## config.mk

```make
export PLATFORM = sky130hd
export DESIGN_NAME = vrf_port_release_unit
export DESIGN_NICKNAME = d
export VERILOG_FILES = /design/src/rtl/vrf_port_release_unit.sv
export SDC_FILE = /design/constraint.sdc
export NUM_CORES = 1
export LEC_CHECK = 0
export CORE_ASPECT_RATIO = 2
export CORE_MARGIN = 1.5
export CORE_UTILIZATION = 40
export DETAILED_ROUTE_END_ITERATION = 16
export SYNTH_ARGS = -nofsm -noshare
export SYNTH_HDL_FRONTEND = slang
export SYNTH_SLANG_ARGS = --single-unit
```

## constraint.sdc

```tcl
create_clock -name clk -period 5.9 [get_ports clk]
set_input_delay 0.885 -clock clk [delete_from_list [all_inputs] [get_ports clk]]
set_output_delay 0.885 -clock clk [all_outputs]
set_load 0.02 [all_outputs]
```

## src/rtl/vrf_port_release_unit.sv

```systemverilog
// Tracks per-port element beats for each VRF read/write port granted by the allocator
// and emits a one-cycle release pulse once a port has performed all of its beats.
module vrf_port_release_unit #(
    parameter int R_PORTS_NUM = 8,
    parameter int W_PORTS_NUM = 4,
    parameter int LEN_W       = 16
) (
    input  logic                   clk,
    input  logic                   rstn,
    input  logic                   alloc_resources_vld_i,
    output logic                   alloc_resources_rdy_o,
    input  logic [R_PORTS_NUM-1:0] r_port_en_i,
    input  logic [W_PORTS_NUM-1:0] w_port_en_i,
    input  logic [LEN_W-1:0]       alloc_len_i,
    input  logic [R_PORTS_NUM-1:0] r_beat_i,
    input  logic [W_PORTS_NUM-1:0] w_beat_i,
    output logic [R_PORTS_NUM-1:0] free_r_port_o,
    output logic [W_PORTS_NUM-1:0] free_w_port_o,
    output logic [R_PORTS_NUM-1:0] r_busy_o,
    output logic [W_PORTS_NUM-1:0] w_busy_o,
    output logic                   err_o
);

    typedef enum logic [1:0] {
        ST_IDLE    = 2'd0,
        ST_ACTIVE  = 2'd1,
        ST_RELEASE = 2'd2
    } port_state_e;

    typedef struct packed {
        port_state_e      state;
        logic [LEN_W-1:0] cnt;
        logic             err;
    } port_next_t;

    port_state_e      r_state_q [R_PORTS_NUM];
    port_state_e      r_state_d [R_PORTS_NUM];
    logic [LEN_W-1:0] r_cnt_q   [R_PORTS_NUM];
    logic [LEN_W-1:0] r_cnt_d   [R_PORTS_NUM];
    port_state_e      w_state_q [W_PORTS_NUM];
    port_state_e      w_state_d [W_PORTS_NUM];
    logic [LEN_W-1:0] w_cnt_q   [W_PORTS_NUM];
    logic [LEN_W-1:0] w_cnt_d   [W_PORTS_NUM];
    logic             err_q;
    logic             err_d;
    logic             accept;

    // Shared next-state rule for one port; accept is only ever asserted for an IDLE port.
    function automatic port_next_t port_step(input port_state_e      st,
                                             input logic [LEN_W-1:0] cnt,
                                             input logic             acc,
                                             input logic             beat,
                                             input logic [LEN_W-1:0] len);
        port_next_t n;
        n.state = st;
        n.cnt   = cnt;
        n.err   = 1'b0;
        case (st)
            ST_IDLE: begin
                n.err = beat;
                if (acc) begin
                    n.cnt   = len;
                    n.state = (len == '0) ? ST_RELEASE : ST_ACTIVE;
                end
            end
            ST_ACTIVE: begin
                if (beat) begin
                    n.cnt = cnt - LEN_W'(1);
                    if (cnt == LEN_W'(1)) n.state = ST_RELEASE;
                end
            end
            ST_RELEASE: begin
                n.err   = beat;
                n.state = ST_IDLE;
            end
            default: n.state = ST_IDLE;
        endcase
        return n;
    endfunction

    always_comb begin
        alloc_resources_rdy_o = 1'b1;
        for (int i = 0; i < R_PORTS_NUM; i++)
            if (r_port_en_i[i] && (r_state_q[i] != ST_IDLE)) alloc_resources_rdy_o = 1'b0;
        for (int i = 0; i < W_PORTS_NUM; i++)
            if (w_port_en_i[i] && (w_state_q[i] != ST_IDLE)) alloc_resources_rdy_o = 1'b0;
    end

    assign accept = alloc_resources_vld_i & alloc_resources_rdy_o;

    // NOTE: every combinational output gets a default first so no path can infer a latch.
    always_comb begin
        port_next_t nxt;
        r_state_d = r_state_q;
        r_cnt_d   = r_cnt_q;
        w_state_d = w_state_q;
        w_cnt_d   = w_cnt_q;
        err_d     = err_q;
        for (int i = 0; i < R_PORTS_NUM; i++) begin
            nxt = port_step(r_state_q[i], r_cnt_q[i], accept & r_port_en_i[i], r_beat_i[i],
                            alloc_len_i);
            r_state_d[i] = nxt.state;
            r_cnt_d[i]   = nxt.cnt;
            err_d        = err_d | nxt.err;
        end
        for (int i = 0; i < W_PORTS_NUM; i++) begin
            nxt = port_step(w_state_q[i], w_cnt_q[i], accept & w_port_en_i[i], w_beat_i[i],
                            alloc_len_i);
            w_state_d[i] = nxt.state;
            w_cnt_d[i]   = nxt.cnt;
            err_d        = err_d | nxt.err;
        end
    end

    // NOTE: the counter arrays are reset too; they are small flops, not RAM, and a cleared
    // counter keeps debug views consistent after an aborted allocation.
    always_ff @(posedge clk) begin
        if (!rstn) begin
            for (int i = 0; i < R_PORTS_NUM; i++) begin
                r_state_q[i] <= ST_IDLE;
                r_cnt_q[i]   <= '0;
            end
            for (int i = 0; i < W_PORTS_NUM; i++) begin
                w_state_q[i] <= ST_IDLE;
                w_cnt_q[i]   <= '0;
            end
            err_q <= 1'b0;
        end else begin
            // NOTE: non-blocking assignments so every port samples the same pre-edge state.
            r_state_q <= r_state_d;
            r_cnt_q   <= r_cnt_d;
            w_state_q <= w_state_d;
            w_cnt_q   <= w_cnt_d;
            err_q     <= err_d;
        end
    end

    always_comb begin
        free_r_port_o = '0;
        r_busy_o      = '0;
        free_w_port_o = '0;
        w_busy_o      = '0;
        for (int i = 0; i < R_PORTS_NUM; i++) begin
            free_r_port_o[i] = (r_state_q[i] == ST_RELEASE);
            r_busy_o[i]      = (r_state_q[i] != ST_IDLE);
        end
        for (int i = 0; i < W_PORTS_NUM; i++) begin
            free_w_port_o[i] = (w_state_q[i] == ST_RELEASE);
            w_busy_o[i]      = (w_state_q[i] != ST_IDLE);
        end
    end

    assign err_o = err_q;

endmodule

```

# Yosys cells after proc, flatten, opt, wreduce, memory -nomap -nowiden
# Index checks and enable logic that the tools add are counted.
# totals
reg_bits	217
latch_bits	0
mem_bits_rw	0
rom_bits	0
in_bits	43
output_inout_bits	26
word_cells	304
n_memories	0
# op_classes
add_sub_neg	12
mul	0
div_mod_pow	0
magnitude_cmp	0
n_eq_ne	72
n_shift	0
n_mux	85
bitwise_logic	25
reduce_logical	85
# ops
cell	n
18-bit 2-to-1 mux	24
16-bit case mux with 2 select lines	12
16-bit by 1-bit equality test with 1-bit output, second input constant	12
16-bit by 1-bit subtractor with 16-bit output, second input constant	12
2-bit inequality test, second input constant	36
3-bit AND reduction	24
2-bit case mux with 2 select lines	12
2-bit nonzero test	24
2-bit 2-to-1 mux	13
2-bit by 1-bit equality test with 1-bit output, second input constant	12
2-bit equality test, second input constant	12
2-bit zero test	12
1-bit 2-to-1 mux	24
2-bit OR reduction	12
16-bit zero test	1
1-bit AND	13
1-bit logical AND	12
1-bit bitwise OR	12

# Logic depth before layout (Yosys ltp)
# Gate-level depths: netlist (run 1).
# depth
ltp_word	18
ltp_mapped	9
mapped_depth_nobuf	8

# Worst setup path after synthesis (run 1)
# Ideal clock, no wire load.
# synth_timing
path_type	input to output
from	in w_port_en_i[2]
to	out alloc_resources_rdy_o
arrival_ns	2.113
t_required_ns	5.015
path_slack_ns	2.902
stages	6
path_buffers	2
path_cell_list	o21ai_0 > nand4_1 > or2_2 > buf_2 > buf_2 > nor2_1
# synth_via
elab_chain_len	3
# synth_lines
element	line	text
start: declaration	13	input logic [W_PORTS_NUM-1:0] w_port_en_i,
1-bit logical AND	86	if (w_port_en_i[i] && (w_state_q[i] != ST_IDLE)) alloc_resources_rdy_o = 1'b0;
1-bit 2-to-1 mux (2 in a row)	86	
end: declaration	11	output logic alloc_resources_rdy_o,
# Every way passes these cells.

# Worst setup path in the final report (run 1)
# layout_timing
from	in w_port_en_i[0]
to	out alloc_resources_rdy_o
# layout_via
elab_chain_len	5
# layout_lines
element	line
1-bit logical AND	86
1-bit 2-to-1 mux (4 in a row)	86
# Every way passes these cells.

==> flow_summary.toml, run 1 <==
[finish]
multi_input_area_mm2 = 0.00844
nFillCells = 3400
layout-area-overhead-vs-synth_pct = 12.4
drive_gt1_share_pct = 6.82
most-common-layout-cells = "368 x sky130_fd_sc_hd__nand2_1, 257 x sky130_fd_sc_hd__a21oi_1, 217 x sky130_fd_sc_hd__dfxtp_1"
nets = 2005
final-seq-area_mm2 = 0.00434
final_common_cell = "sky130_fd_sc_hd__nand2_1"
finish.cell_count_without_fillers = 2384

[pwr]
power.combinational.fraction_pct = 56.6
power-per-cell-area_mw_per_mm2 = 574
totalPowerFinal_mw = 8.70
netSwitchingPower_mw = 4.38
share_seq_of_total_power_pct = 26.5
power.internal_mw = 4.32
power.share.switching_pct = 50.3
peak_supply_drop_uv = 313
clock_power_share_pct = 16.9
power.static_leakage_nw = 5.69

[synthesis]
leading_cell_types_by_total_area_after_synthesis = "sky130_fd_sc_hd__dfxtp_1 32%, sky130_fd_sc_hd__nand2_1 10%, sky130_fd_sc_hd__a21oi_1 9.5%, sky130_fd_sc_hd__o21ai_0 7.6%, sky130_fd_sc_hd__nor2_1 3.8%"
number_of_enable_flip_flop_cells_after_synthesis = 0
postSynthNetCount = 2018
yosys_warnings = 0
synth.distinct_cells = 57
synth_area_mm2 = 0.0135
post-synth-top-area-fraction_pct = 32.2
post-synth-top-area-cell = "sky130_fd_sc_hd__dfxtp_1"
postSynthRegisterBits = 217
yosysSeqAreaShare_pct = 32.2
postSynthCellCount = 1951
ys_dominant_reg_cell = "sky130_fd_sc_hd__dfxtp_1"
syn-mean-instance-area_um2 = 6.91
synth-async-reset-ratio_pct = 0

[floorplan]
die_w_um = 133
initial_cell_density_of_the_core_pct = 40.8
die-area_mm2 = 0.0349
dieHeight_um = 263
top_level_ports = 69
fp-row-count = 94
fp.coreArea_mm2 = 0.0330

[clock_tree]
clk_transition_reported_paths_ns = 0.06
cts-root-buf = "sky130_fd_sc_hd__clkbuf_16"
clkLatencyLatePin_ns = 0.53
cts_tree = "yes"
numCtsBuffers = 23
cts_resized = 0
cts_setup_buffers = 0
htree_num_levels = 1
clock_sink_count = 217
clock_tree.buffer_depth = 3
hold_buffers = 0

[sta]
finalSetupViolCount = 0
post-route-period-util_pct = 71.1
final.hold.worst_slack_ns = 0.461
timing.fmax_mhz = 238
grt_setup_unrepaired = "false"
final_hold_viol_count = 0
final_critical_path_setup_slack_ns = 1.70
fin_crit_period_ns = 4.20
timing_worst_slew_pin_value_ns = 1.29
timing.slew.headroom_pct = 13.7
slew_violations = 0
fin_setup_tns_ns = 0
clock-skew-final_ns = 0.0101

[detailed_routing]
post_drt_via_cell_ratio = 6.14
routed.top_layer = "met5"
detail_route.wirelength_um = 46900
routedWlPerCell_um = 19.7
routed-wl-met2_um = 23800
drt-met1-wl_um = 18000
initial_drt_pass_iterations = 8
met3WireLength_um = 2670
via_count = 14627
dr.first_iter.drc_count = 992
route.detailed.drc = 0
drtAntennaViolNets = 0

[worst_setup_path]
critPathCaptureType = "primary output"
critPathKind = "in2out"
critical_path.max_fanout = 17
launching_element_type_of_the_critical_path = "input pin"
worstPathRequired_ns = 5.02
worst-endpoint-arrival_ns = 3.31

[placed_design]
placement.setup.worst_slack_ns = 1.76
dp_hpwl_um = 30900
place.port_buffers = 68
place_inst = 2345
place_congestion = 0.864

[worst_hold_path]
holdCritPathClass = "reg2reg"

[global_route]
antenna_found_initial = 2
grt_remaining_overflow = 0
grt_start_max_net_pins = 108
grt_pass1_wl_um = 73500
overall_fraction_of_global_route_tracks_in_use_pct = 26.2
grt_pass1_vias = 13640

[status]
status = "completed"

[job]
cap_violations = 0
## final timing paths
path / startpoint / endpoint / slack, ns / cells after the start
setup reg to reg: w_state_q[6]$_SDFFE_PN0P_ / w_cnt_q[12]$_SDFFE_PN0P_ / 2.61 / 6
hold reg to reg: r_cnt_q[27]$_SDFFE_PN0P_ / r_cnt_q[27]$_SDFFE_PN0P_ / 0.46 / 2
hold / removal: r_cnt_q[27]$_SDFFE_PN0P_ / r_cnt_q[27]$_SDFFE_PN0P_ / 0.46 / 2
setup / recovery: w_port_en_i[0] / alloc_resources_rdy_o / 1.70 / 6
## critical path: stages
cell and delay (ns):
sky130_fd_sc_hd__clkdlybuf4s50_1 0.47, sky130_fd_sc_hd__o21ai_0 0.20, sky130_fd_sc_hd__nand4_1 0.32, sky130_fd_sc_hd__or2_2 0.56, sky130_fd_sc_hd__nor2_1 0.23, sky130_fd_sc_hd__clkdlybuf4s50_1 0.65
## cells in the mapped netlist (all sizes together) (6+ instances only)
cell type and count:
a31oi 12, o21ai 207, and3 7, o211ai 14, nor4b 7, nand2b 30
a21oi 257, or2 21, nor4 43, nand4 16, a211oi 10, or3 21
nor2 136, o21a 17, nor3 71, ha 24, buf 24, nor3b 8
o41ai 34, clkbuf 119, a32o 9, nand3 41, a22o 6, a21o 7
dfxtp 217, or4 19, nor2b 24, inv 38, a31o 35, o32ai 21
o31ai 49, nand2 368
## logic make-up after synthesis
group | synth area share [%]
simple gates | 28.5
compound gates | 31.7
flops | 32.2
buf+inv | 5.15
fa+ha+maj | 2.23
mux | 0.149
## per-stage QoR
stage / area [um2] / util [%]
global placement: 14400 / 43.7
CTS: 15100 / 45.8
finish: 15100 / 45.8
floorplan: 13500 / -
detailed placement: 14400 / 43.7
global route: 15100 / 45.8
## power groups by stage
stage                     clock, mW  combinational (mW)  sequential [mW]
final                          1.47                4.92             2.31
after CTS                      1.50                4.89             2.29
after global routing           1.55                5.47             2.36
after global placement            0                4.79             2.31
after floorplan                   0                3.64             2.20
after detailed placement          0                4.87             2.32
## cell type report
cell class,instances,area share (%)
Clock buffer,32,4.16
Tap cell,432,3.57
Clock inverter,6,0.545
Sequential cell,217,28.7
Timing Repair Buffer,105,6.31
Antenna cell,1,0.0165
Multi-Input combinational cell,1552,55.7
Inverter,39,1.00
## registers in the layout, indices dropped and copies added, names as in the netlist
name       count
w_state_q      8
r_cnt_q      128
w_cnt_q       64
r_state_q     16
err_o          1
## routing by layer
| metal | GRT usage [%] | up-vias |
|---|---|---|
| li1 | - | 7059 |
| met1 | 29.7 | 6940 |
| met2 | 47.6 | 496 |
| met3 | 2.93 | 130 |
| met4 | 13.7 | 2 |
| met5 | 0 | - |
No activity file was read; power rests on OpenSTA's default activity.
==> run 2: changes to the inputs <==
Clock period 5.9 ns to 4.3 ns, I/O delays scaled along.
==> run 2 against run 1 <==
Net effect:
- count of clock-buffer cells in the layout is 1 higher
- critical endpoint unchanged
- register-to-register slack worse by 1.3 ns
- sequential power is 38% higher
- clock skew is 0.0057 ns higher
==> flow_summary.toml, run 2 (synthesis gave the netlist of run 1 again) <==
[finish]
drive_gt1_share_pct = 7.68
layout-area-overhead-vs-synth_pct = 13.6
registers.top_by_ff_count = "r_cnt_q"
final_common_cell = "sky130_fd_sc_hd__nand2_1"
post-route-util_pct = 46.3
finish.cell_count_without_fillers = 2400
nets = 2017
most-common-layout-cells = "368 x sky130_fd_sc_hd__nand2_1, 257 x sky130_fd_sc_hd__a21oi_1, 217 x sky130_fd_sc_hd__dfxtp_1"
largest_register_ff_count = 128
largest_registers = "r_cnt_q x128, w_cnt_q x64, r_state_q x16"

[worst_setup_path]
critPathCaptureType = "primary output"
worst_path_largest_cell_delay_ns = 0.64
critPathKind = "in2out"
crit-reg2reg-launch = "w_state_q[6]$_SDFFE_PN0P_"
cpMaxStageDelayCell = "sky130_fd_sc_hd__clkdlybuf4s50_1"
worst-endpoint-arrival_ns = 2.88
critical_path.max_fanout = 7
cell_family_contributing_the_most_delay_on_the_critical_path = "buffers and inverters"
critical_path_buf_inv_count = 2
critical_path.cell_chain = "clkdlybuf4s50_1, o21ai_0, nand4_1, or2_2, nor2_1, clkdlybuf4s50_1"
launching_element_type_of_the_critical_path = "input pin"
crit_top_cell = "sky130_fd_sc_hd__clkdlybuf4s50_1"
worstPathRequired_ns = 3.65
setup.worst_path.start = "w_port_en_i[0]"

[global_route]
grt_remaining_overflow = 0
grt_start_max_net_pins = 82
grt_pass1_vias = 13802
overall_fraction_of_global_route_tracks_in_use_pct = 26.8
grt_pass1_wl_um = 74900
antenna_found_initial = 1

[detailed_routing]
via_count = 14672
post_drt_via_cell_ratio = 6.11
initial_drt_pass_iterations = 5
route.detailed.drc = 0
routedWlPerCell_um = 19.9
detail_route.wirelength_um = 47900
dr.first_iter.drc_count = 977
drtAntennaViolNets = 0

[clock_tree]
clock_sink_count = 217
cts_tree = "yes"
clkLatencyLatePin_ns = 0.54
numCtsBuffers = 23
cts_setup_buffers = 0
htree_num_levels = 1
hold_buffers = 0
clk_transition_reported_paths_ns = 0.06
cts_resized = 0
cts-root-buf = "sky130_fd_sc_hd__clkbuf_16"
clock_tree.buffer_depth = 3

[placed_design]
place_congestion = 0.884
dp_hpwl_um = 32500
place_inst = 2357
place.port_buffers = 68

[pwr]
power.static_leakage_nw = 5.79
totalPowerFinal_mw = 12.1
power-per-cell-area_mw_per_mm2 = 791
peak_supply_drop_uv = 406

[floorplan]
fp.coreArea_mm2 = 0.0330
initial_cell_density_of_the_core_pct = 40.8
fp-row-count = 94
dieHeight_um = 263
top_level_ports = 69
die_w_um = 133
die-area_mm2 = 0.0349

[sta]
post-route-period-util_pct = 82.0
finalSetupViolCount = 0
timing.slew.headroom_pct = 20.3
slew_violations = 0
timing_worst_slew_pin_value_ns = 1.20
fin_crit_period_ns = 3.53
grt_setup_unrepaired = "false"
final_hold_viol_count = 0
timing.fmax_mhz = 284
fin_setup_tns_ns = 0
clock-skew-final_ns = 0.0158

[status]
status = "completed"

[worst_hold_path]
holdCritStartpoint = "r_cnt_q[78]$_SDFFE_PN0P_"
holdCritPathClass = "reg2reg"

[job]
cap_violations = 0
-- run 2: worst paths after layout --
path	endpoint	slack [ns]	depth (start not counted)
setup / recovery	alloc_resources_rdy_o	0.77	6
hold reg to reg	r_cnt_q[78]$_SDFFE_PN0P_	0.46	2
setup reg to reg	r_cnt_q[47]$_SDFFE_PN0P_	1.34	7
hold / removal	r_cnt_q[78]$_SDFFE_PN0P_	0.46	2
-- run 2: area by class of cell --
cell class | instances | area (um2)
fillers | 3353 | 17800
multi-input cells | 1552 | 8440
flip-flops and latches | 217 | 4340
repair buffers | 117 | 1060
clock buffers | 33 | 663
well taps | 432 | 541
inverters | 39 | 151
clock inverters | 9 | 101
diodes | 1 | 2.50
-- run 2: where the power goes --
part           total [mW]  internal (mW)  switching, mW
clock                2.09           1.20          0.895
sequential           3.18           2.58          0.594
combinational        6.83           2.27           4.56
-- run 2: tightest hold or removal path: stages (launching register included) --
cell                      delay [ns]
sky130_fd_sc_hd__dfxtp_1        0.31
sky130_fd_sc_hd__nand2_1        0.05
sky130_fd_sc_hd__o32ai_1        0.06
-- run 2: per-layer routing --
layer / track usage, % / up-vias / wire (um)
met5: 0 / - / 0
met4: 15.2 / 0 / 2750
met3: 3.49 / 122 / 2710
met2: 48.1 / 527 / 24100
met1: 30.1 / 6936 / 18300
li1: - / 7087 / -
-- run 2: metrics by stage --
| step | setup WS (ns) | instance area (um2) | hold slack [ns] |
|---|---|---|---|
| detailed placement | 0.801 | 14500 | 0.458 |
| floorplan | 1.78 | 13500 | 0.433 |
| global placement | 0.833 | 14500 | 0.442 |
| global route | 0.737 | 15300 | 0.487 |
| finish | 0.773 | 15300 | 0.463 |
| CTS | 0.817 | 15300 | 0.468 |
